==> config.mk <==
export PLATFORM = sky130hd
export DESIGN_NAME = control_sequencer
export DESIGN_NICKNAME = d
export VERILOG_FILES = /design/src/rtl/control_sequencer.sv
export SDC_FILE = /design/constraint.sdc
export NUM_CORES = 1
export LEC_CHECK = 0
export CAP_MARGIN = 25
export CORE_MARGIN = 2
export CORE_UTILIZATION = 39
export CTS_BUF_LIST = sky130_fd_sc_hd__clkbuf_4 sky130_fd_sc_hd__clkbuf_8
export DETAILED_ROUTE_END_ITERATION = 6
export GPL_TIMING_DRIVEN = 0
export PLACE_DENSITY_LB_ADDON = 0.3
export SLEW_MARGIN = 20
export SYNTH_ARGS = -nofsm -noshare
export SYNTH_HDL_FRONTEND = slang
export SYNTH_SLANG_ARGS = --single-unit
export TNS_END_PERCENT = 10
==> constraint.sdc <==
create_clock -name clock -period 3.9 [get_ports clock]
set_input_delay 1.17 -clock clock [delete_from_list [all_inputs] [get_ports clock]]
set_output_delay 1.17 -clock clock [all_outputs]
set_load 0.05 [all_outputs]
==> src/rtl/control_sequencer.sv <==
// Control sequencer: Moore FSM driving datapath strobes through fetch and execute steps.
module control_sequencer #(
  parameter int unsigned OP_W = 5,
  parameter int unsigned IR_W = 32,
  parameter int unsigned ALU_W = 5,
  parameter logic [ALU_W-1:0] INC_CODE = ALU_W'(5'b11111),
  parameter logic [ALU_W-1:0] ADD_CODE = ALU_W'(5'b00011)
) (
  input  logic             clock,
  input  logic             clear,
  input  logic [IR_W-1:0]  ir,
  input  logic             con_out,
  input  logic             mem_ready,
  output logic [8:0]       ctl_in,
  output logic [7:0]       ctl_out,
  output logic [5:0]       gpr_ctl,
  output logic             Conin,
  output logic             memread,
  output logic             memwrite,
  output logic [ALU_W-1:0] ALUCode,
  output logic             run
);

  // ctl_in bit positions
  localparam int unsigned HI_IN    = 8;
  localparam int unsigned LO_IN    = 7;
  localparam int unsigned Z_IN     = 6;
  localparam int unsigned PC_IN    = 5;
  localparam int unsigned MDR_IN   = 4;
  localparam int unsigned MAR_IN   = 3;
  localparam int unsigned Y_IN     = 2;
  localparam int unsigned OPORT_IN = 1;
  localparam int unsigned IR_IN    = 0;

  // ctl_out bit positions
  localparam int unsigned HI_OUT    = 7;
  localparam int unsigned LO_OUT    = 6;
  localparam int unsigned ZLO_OUT   = 4;
  localparam int unsigned PC_OUT    = 3;
  localparam int unsigned MDR_OUT   = 2;
  localparam int unsigned IPORT_OUT = 1;
  localparam int unsigned C_OUT     = 0;

  // gpr_ctl bit positions
  localparam int unsigned GRA    = 5;
  localparam int unsigned GRB    = 4;
  localparam int unsigned GRC    = 3;
  localparam int unsigned R_IN   = 2;
  localparam int unsigned R_OUT  = 1;
  localparam int unsigned BA_OUT = 0;

  // opcode values
  localparam int unsigned OPC_LD     = 0;
  localparam int unsigned OPC_LDI    = 1;
  localparam int unsigned OPC_ST     = 2;
  localparam int unsigned OPC_ALU_LO = 3;
  localparam int unsigned OPC_ALU_HI = 11;
  localparam int unsigned OPC_ADDI   = 12;
  localparam int unsigned OPC_BR     = 19;
  localparam int unsigned OPC_JR     = 20;
  localparam int unsigned OPC_JAL    = 21;
  localparam int unsigned OPC_IN     = 22;
  localparam int unsigned OPC_OUT    = 23;
  localparam int unsigned OPC_MFHI   = 24;
  localparam int unsigned OPC_MFLO   = 25;
  localparam int unsigned OPC_HALT   = 27;

  typedef enum logic [3:0] {
    S_RST  = 4'd0,
    S_T0   = 4'd1,
    S_T1   = 4'd2,
    S_T2   = 4'd3,
    S_T3   = 4'd4,
    S_T4   = 4'd5,
    S_T5   = 4'd6,
    S_T6   = 4'd7,
    S_T7   = 4'd8,
    S_HALT = 4'd9
  } state_t;

  state_t state, state_next;

  logic [OP_W-1:0] op;
  logic is_ld, is_ldi, is_st, is_alu, is_addi, is_br, is_jr, is_jal;
  logic is_in, is_out, is_mfhi, is_mflo, is_halt;
  logic unused_ir;

  assign op        = ir[IR_W-1 -: OP_W];
  assign unused_ir = ^ir[IR_W-OP_W-1:0];

  // Opcode class decode; anything unlisted falls through as a nop.
  always_comb begin
    is_ld   = (op == OP_W'(OPC_LD));
    is_ldi  = (op == OP_W'(OPC_LDI));
    is_st   = (op == OP_W'(OPC_ST));
    is_alu  = (op >= OP_W'(OPC_ALU_LO)) && (op <= OP_W'(OPC_ALU_HI));
    is_addi = (op == OP_W'(OPC_ADDI));
    is_br   = (op == OP_W'(OPC_BR));
    is_jr   = (op == OP_W'(OPC_JR));
    is_jal  = (op == OP_W'(OPC_JAL));
    is_in   = (op == OP_W'(OPC_IN));
    is_out  = (op == OP_W'(OPC_OUT));
    is_mfhi = (op == OP_W'(OPC_MFHI));
    is_mflo = (op == OP_W'(OPC_MFLO));
    is_halt = (op == OP_W'(OPC_HALT));
  end

  // State register with synchronous clear overriding every state.
  always_ff @(posedge clock) begin
    if (clear) state <= S_RST;
    else       state <= state_next;
  end

  // Next-state: memory steps hold until mem_ready; execute length depends on opcode.
  always_comb begin
    state_next = state;
    case (state)
      S_RST: state_next = S_T0;
      S_T0:  state_next = S_T1;
      S_T1:  state_next = mem_ready ? S_T2 : S_T1;
      S_T2:  state_next = S_T3;
      S_T3: begin
        if (is_halt)                                   state_next = S_HALT;
        else if (is_ld || is_ldi || is_st || is_alu ||
                 is_addi || is_br || is_jal)           state_next = S_T4;
        else                                           state_next = S_T0;
      end
      S_T4:  state_next = is_jal ? S_T0 : S_T5;
      S_T5:  state_next = (is_ld || is_st || is_br) ? S_T6 : S_T0;
      S_T6: begin
        if (is_ld)      state_next = mem_ready ? S_T7 : S_T6;
        else if (is_st) state_next = S_T7;
        else            state_next = S_T0;
      end
      S_T7: begin
        if (is_st) state_next = mem_ready ? S_T0 : S_T7;
        else       state_next = S_T0;
      end
      S_HALT: state_next = S_HALT;
      default: state_next = S_RST;
    endcase
  end

  // Strobe decode from state and opcode; con_out gates PCIn in the branch step.
  always_comb begin
    ctl_in   = '0;
    ctl_out  = '0;
    gpr_ctl  = '0;
    Conin    = 1'b0;
    memread  = 1'b0;
    memwrite = 1'b0;
    ALUCode  = '0;
    run      = (state != S_HALT);
    case (state)
      S_T0: begin
        ctl_out[PC_OUT] = 1'b1;
        ctl_in[MAR_IN]  = 1'b1;
        ctl_in[Z_IN]    = 1'b1;
        ALUCode         = INC_CODE;
      end
      S_T1: begin
        ctl_out[ZLO_OUT] = 1'b1;
        ctl_in[PC_IN]    = 1'b1;
        memread          = 1'b1;
        ctl_in[MDR_IN]   = 1'b1;
      end
      S_T2: begin
        ctl_out[MDR_OUT] = 1'b1;
        ctl_in[IR_IN]    = 1'b1;
      end
      S_T3: begin
        if (is_ld || is_ldi || is_st) begin
          gpr_ctl[GRB]    = 1'b1;
          gpr_ctl[BA_OUT] = 1'b1;
          ctl_in[Y_IN]    = 1'b1;
        end else if (is_alu || is_addi) begin
          gpr_ctl[GRB]   = 1'b1;
          gpr_ctl[R_OUT] = 1'b1;
          ctl_in[Y_IN]   = 1'b1;
        end else if (is_br) begin
          gpr_ctl[GRA]   = 1'b1;
          gpr_ctl[R_OUT] = 1'b1;
          Conin          = 1'b1;
        end else if (is_jr) begin
          gpr_ctl[GRA]   = 1'b1;
          gpr_ctl[R_OUT] = 1'b1;
          ctl_in[PC_IN]  = 1'b1;
        end else if (is_jal) begin
          gpr_ctl[GRB]    = 1'b1;
          gpr_ctl[R_IN]   = 1'b1;
          ctl_out[PC_OUT] = 1'b1;
        end else if (is_in) begin
          gpr_ctl[GRA]       = 1'b1;
          gpr_ctl[R_IN]      = 1'b1;
          ctl_out[IPORT_OUT] = 1'b1;
        end else if (is_out) begin
          gpr_ctl[GRA]     = 1'b1;
          gpr_ctl[R_OUT]   = 1'b1;
          ctl_in[OPORT_IN] = 1'b1;
        end else if (is_mfhi) begin
          gpr_ctl[GRA]    = 1'b1;
          gpr_ctl[R_IN]   = 1'b1;
          ctl_out[HI_OUT] = 1'b1;
        end else if (is_mflo) begin
          gpr_ctl[GRA]    = 1'b1;
          gpr_ctl[R_IN]   = 1'b1;
          ctl_out[LO_OUT] = 1'b1;
        end
      end
      S_T4: begin
        if (is_ld || is_ldi || is_st || is_addi) begin
          ctl_out[C_OUT] = 1'b1;
          ctl_in[Z_IN]   = 1'b1;
          ALUCode        = ADD_CODE;
        end else if (is_alu) begin
          gpr_ctl[GRC]   = 1'b1;
          gpr_ctl[R_OUT] = 1'b1;
          ctl_in[Z_IN]   = 1'b1;
          ALUCode        = ALU_W'(op);
        end else if (is_br) begin
          ctl_out[PC_OUT] = 1'b1;
          ctl_in[Y_IN]    = 1'b1;
        end else if (is_jal) begin
          gpr_ctl[GRA]   = 1'b1;
          gpr_ctl[R_OUT] = 1'b1;
          ctl_in[PC_IN]  = 1'b1;
        end
      end
      S_T5: begin
        if (is_ld || is_st) begin
          ctl_out[ZLO_OUT] = 1'b1;
          ctl_in[MAR_IN]   = 1'b1;
        end else if (is_ldi || is_alu || is_addi) begin
          ctl_out[ZLO_OUT] = 1'b1;
          gpr_ctl[GRA]     = 1'b1;
          gpr_ctl[R_IN]    = 1'b1;
        end else if (is_br) begin
          ctl_out[C_OUT] = 1'b1;
          ctl_in[Z_IN]   = 1'b1;
          ALUCode        = ADD_CODE;
        end
      end
      S_T6: begin
        if (is_ld) begin
          memread        = 1'b1;
          ctl_in[MDR_IN] = 1'b1;
        end else if (is_st) begin
          gpr_ctl[GRA]   = 1'b1;
          gpr_ctl[R_OUT] = 1'b1;
          ctl_in[MDR_IN] = 1'b1;
        end else if (is_br) begin
          ctl_out[ZLO_OUT] = 1'b1;
          ctl_in[PC_IN]    = con_out;
        end
      end
      S_T7: begin
        if (is_ld) begin
          ctl_out[MDR_OUT] = 1'b1;
          gpr_ctl[GRA]     = 1'b1;
          gpr_ctl[R_IN]    = 1'b1;
        end else if (is_st) begin
          memwrite = 1'b1;
        end
      end
      default: ;
    endcase
  end

endmodule

==> metrics.md <==
| Metric | Value |
|---|---|
| Async S/R FF share, synth | `0%` |
| Critical path arrival | `between 2 and 3 ns` |
| Post-synth top area share | `8.32%` |
| Gr usage total | `between 20% and 30%` |
| Die X | `53.7 um` |
| Biggest register | `state` |
| Gr ovfl total | `0` |
| Synth top area cells | `a21oi_1, dfxtp_1, nand2_1, nor2_1, nand2b_1` |
| Peak fanout along the critical path | `10` |
| Total vias in the final route | `1344` |
| Outcome | `finished clean` |
| Fmax | `257 MHz` |
| Crit Path Class | `primary input to primary output` |
| Synthesized area per cell | `~6.1 sq um` |
| Layout area overhead | `43.8%` |
| Maximum vdd ir drop | `0.141 mV` |
| Synth Area in Adders | `0%` |
| Reg area | `80.1 sq um` |
| Synth cell count leaders | `a21oi_1, nand2_1, nor2_1` |
| Fillers | `~220` |
| H-tree depth | `1` |
| Worst-Margin Slew | `0.482 ns` |
| Ports | `68` |
| # Max-Cap Violations | `0` |
| GPL Wtd Cong | `between 0.9 and 1` |
| First-pass GRT wire length | `5590 um` |
| Count leader, synth | `a21oi_1` |
| Data required, critical path | `approximately 2.7 ns` |
| CTS Buffer Depth | `2` |
| HPWL Detailed | `2480 um` |
| Final hold slack | `0.697 ns` |
| Syn. warnings | `0` |
| Die area | `between 2000 and 3000 sq um` |
| Synth Cell Area | `962 sq um` |
| Cell chosen for the clock root | `clkbuf_4` |
| Multi-input logic area | `between 800 and 900 sq um` |
| DR pass1 iterations | `4` |
| Ant diodes | `0` |
| Number of CTS-inserted buffers | `3` |
| Max-slew violations | `0` |
| Post-DR vias/cell | `5.95` |
| Port-buffer cells | `34` |
| DRC | `0` |
| Crit path time final | `3.89 ns` |
| Hold Path Origin | `state[2]` |
| Worst reg2reg endpoint | `state[3]` |
| DIE HEIGHT | `53.7 um` |
| Critical Path Source Type | `primary input` |
| Mapped Cells | `approximately 160` |
| Max reg flops | `4` |
| XOR/XNOR Fraction of Synth Area | `0%` |
| Initial Util | `42.3%` |
| Share of cells above drive strength 1 | `24.2%` |
| Pwr/cell area | `218 nW/um^2` |
| Post-route ant nets | `0` |
| Clock latency on the worst-skew pair | `0.24 ns` |
| Synth Flop Type | `dfxtp_1` |
| Endpoints failing setup | `0` |
| Final Hold Violating Endpoints | `0` |
| R2r startpoint | `state[2]` |
| R2R depth | `6` |
| Fin crit share | `between 90 and 100%` |
| Clock Sinks | `4` |
| Drt total wl | `between 3000 and 4000 um` |
| Util after Layout | `about three fifths` |
| Pin count of the biggest net entering global routing | `11` |
| Worst Hold Depth | `4` |
| Initial antenna violation count | `0` |
| Hold Path Class | `flop to flop` |
| Core area | `2280 sq um` |
| Largest regs | `state (4)` |
| Seq/Total Area, Yosys | `approximately 8.3%` |
| Largest family of logic cells by synthesized area | `simple AND/OR/NAND/NOR gates` |
| CTS tree | `built` |
| Vias in the first global route | `1231` |
| RSZ-0062 raised after global routing | `yes` |
| Post-DR wirelength/cell | `14.8 um` |
| FF-to-FF setup slack | `2.08 ns` |
| Lkg Pwr | `0.580 nW` |
| Reg clk slew, reported paths | `0.04 ns` |
| Clock Skews | `0.00754 ns` |
| Min-Delay Endpoint | `state[1]` |
| Simple-gate portion of the synthesized area | `46.7%` |
| Number of synthesized register bits | `4` |
| Post-synthesis mux area share | `~1.0%` |
| Synth Area in Compound Gates | `32.1%` |
| Number of flops mapped to enable cells by yosys | `0` |
| Slew margin rel. | `between 60% and 70%` |
| Nets@finish | `236` |
| Cell Rows | `17` |
| Initial drt markers | `46` |
| Netlist cell types | `47` |
| Cell accounting for the most synthesized area | `a21oi_1` |
| PnR Total Power | `between 0.0003 and 0.0004 W` |
| Worst setup EP type | `primary output` |
per-stage QoR:
| step | instance area (sq um) | cells | TNS (ns) | worst slack, ns |
|---|---|---|---|---|
| 3_5_place_dp | 1350 | 222 | -19.90 | -1.06 |
| 2_1_floorplan | 975 | 160 | -0.757 | -0.232 |
| 4_1_cts | 1370 | 226 | 0 | 0.00853 |
| 3_3_place_gp | 1350 | 222 | -19.51 | -1.03 |
| 6_report | 1380 | 226 | 0 | 0.00755 |
| 5_1_grt | 1380 | 226 | -0.344 | -0.108 |
power breakdown:
group	total, W	switching (W)	leakage [nW]	internal [W]
Clock	0.0000517	0.0000173	0.0138	0.0000344
Combinational	0.000202	0.000141	0.533	0.0000605
Sequential	0.0000477	0.00000344	0.0328	0.0000442
layout make-up:
cell class	instances	share of cell area (%)
sequential	4	5.79
tap	28	2.53
buffer	18	7.69
inverter	7	1.90
multi-input combinational	131	59.2
clock buffer	3	1.63
timing repair buffer	35	21.2
routing by layer:
layer | routed length, um | global-route usage (%) | up-vias
met5 | 0 | 0 | -
met3 | 296 | 4.72 | 2
met4 | 12 | 8.12 | 0
met2 | 1600 | 40.2 | 73
li1 | - | - | 658
met1 | 1430 | 34.6 | 611
kinds of logic after synthesis:
| group | Yosys count |
|---|---|
| multiplexers | 1 |
| flip-flops | 4 |
| buffers and inverters | 25 |
| AO/OA/AOI/OAI | 49 |
| AND/OR/NAND/NOR | 78 |
| other | 1 |
cell usage in the layout, fill, tap and decap left out, drive strengths merged, types with 3 or more instances in the layout:
master          n
or2             6
clkdlybuf4s15  10
nand2          14
buf            21
inv             7
or3             3
clkbuf         15
nand3           8
nand4bb         3
a21o            3
nand2b          8
nor3            7
dlygate4sd2     3
dfxtp           4
a31oi           3
clkdlybuf4s50   6
nor3b           3
a21oi          16
o21ai          11
nor2           14
conb            3
worst max path at each step:
stage,startpoint,endpoint,slack (ns),cells after the start
finish,ir[27],ctl_in[5],0.008,6
global route,ir[27],ctl_in[5],-0.11,6
CTS,ir[28],gpr_ctl[5],0.009,7
detailed placement,ir[28],gpr_ctl[5],-1.06,7
global placement,ir[28],gpr_ctl[5],-1.03,7
floorplan,ir[29],ctl_out[6],-0.23,4
what timing repair did:
action                     4_1_cts  5_1_grt
resized for setup              118       10
pin swaps                        1        0
buffers inserted                 1        0
hold buffers                     0        0
setup endpoints to repair       26       16
critical path, stage by stage:
cell,delay [ns]
clkbuf_1,0.33
nand3b_1,0.25
or2_1,0.34
o22a_1,0.22
o221ai_1,0.19
buf_4,0.23
(Power assumes the default switching activity.)
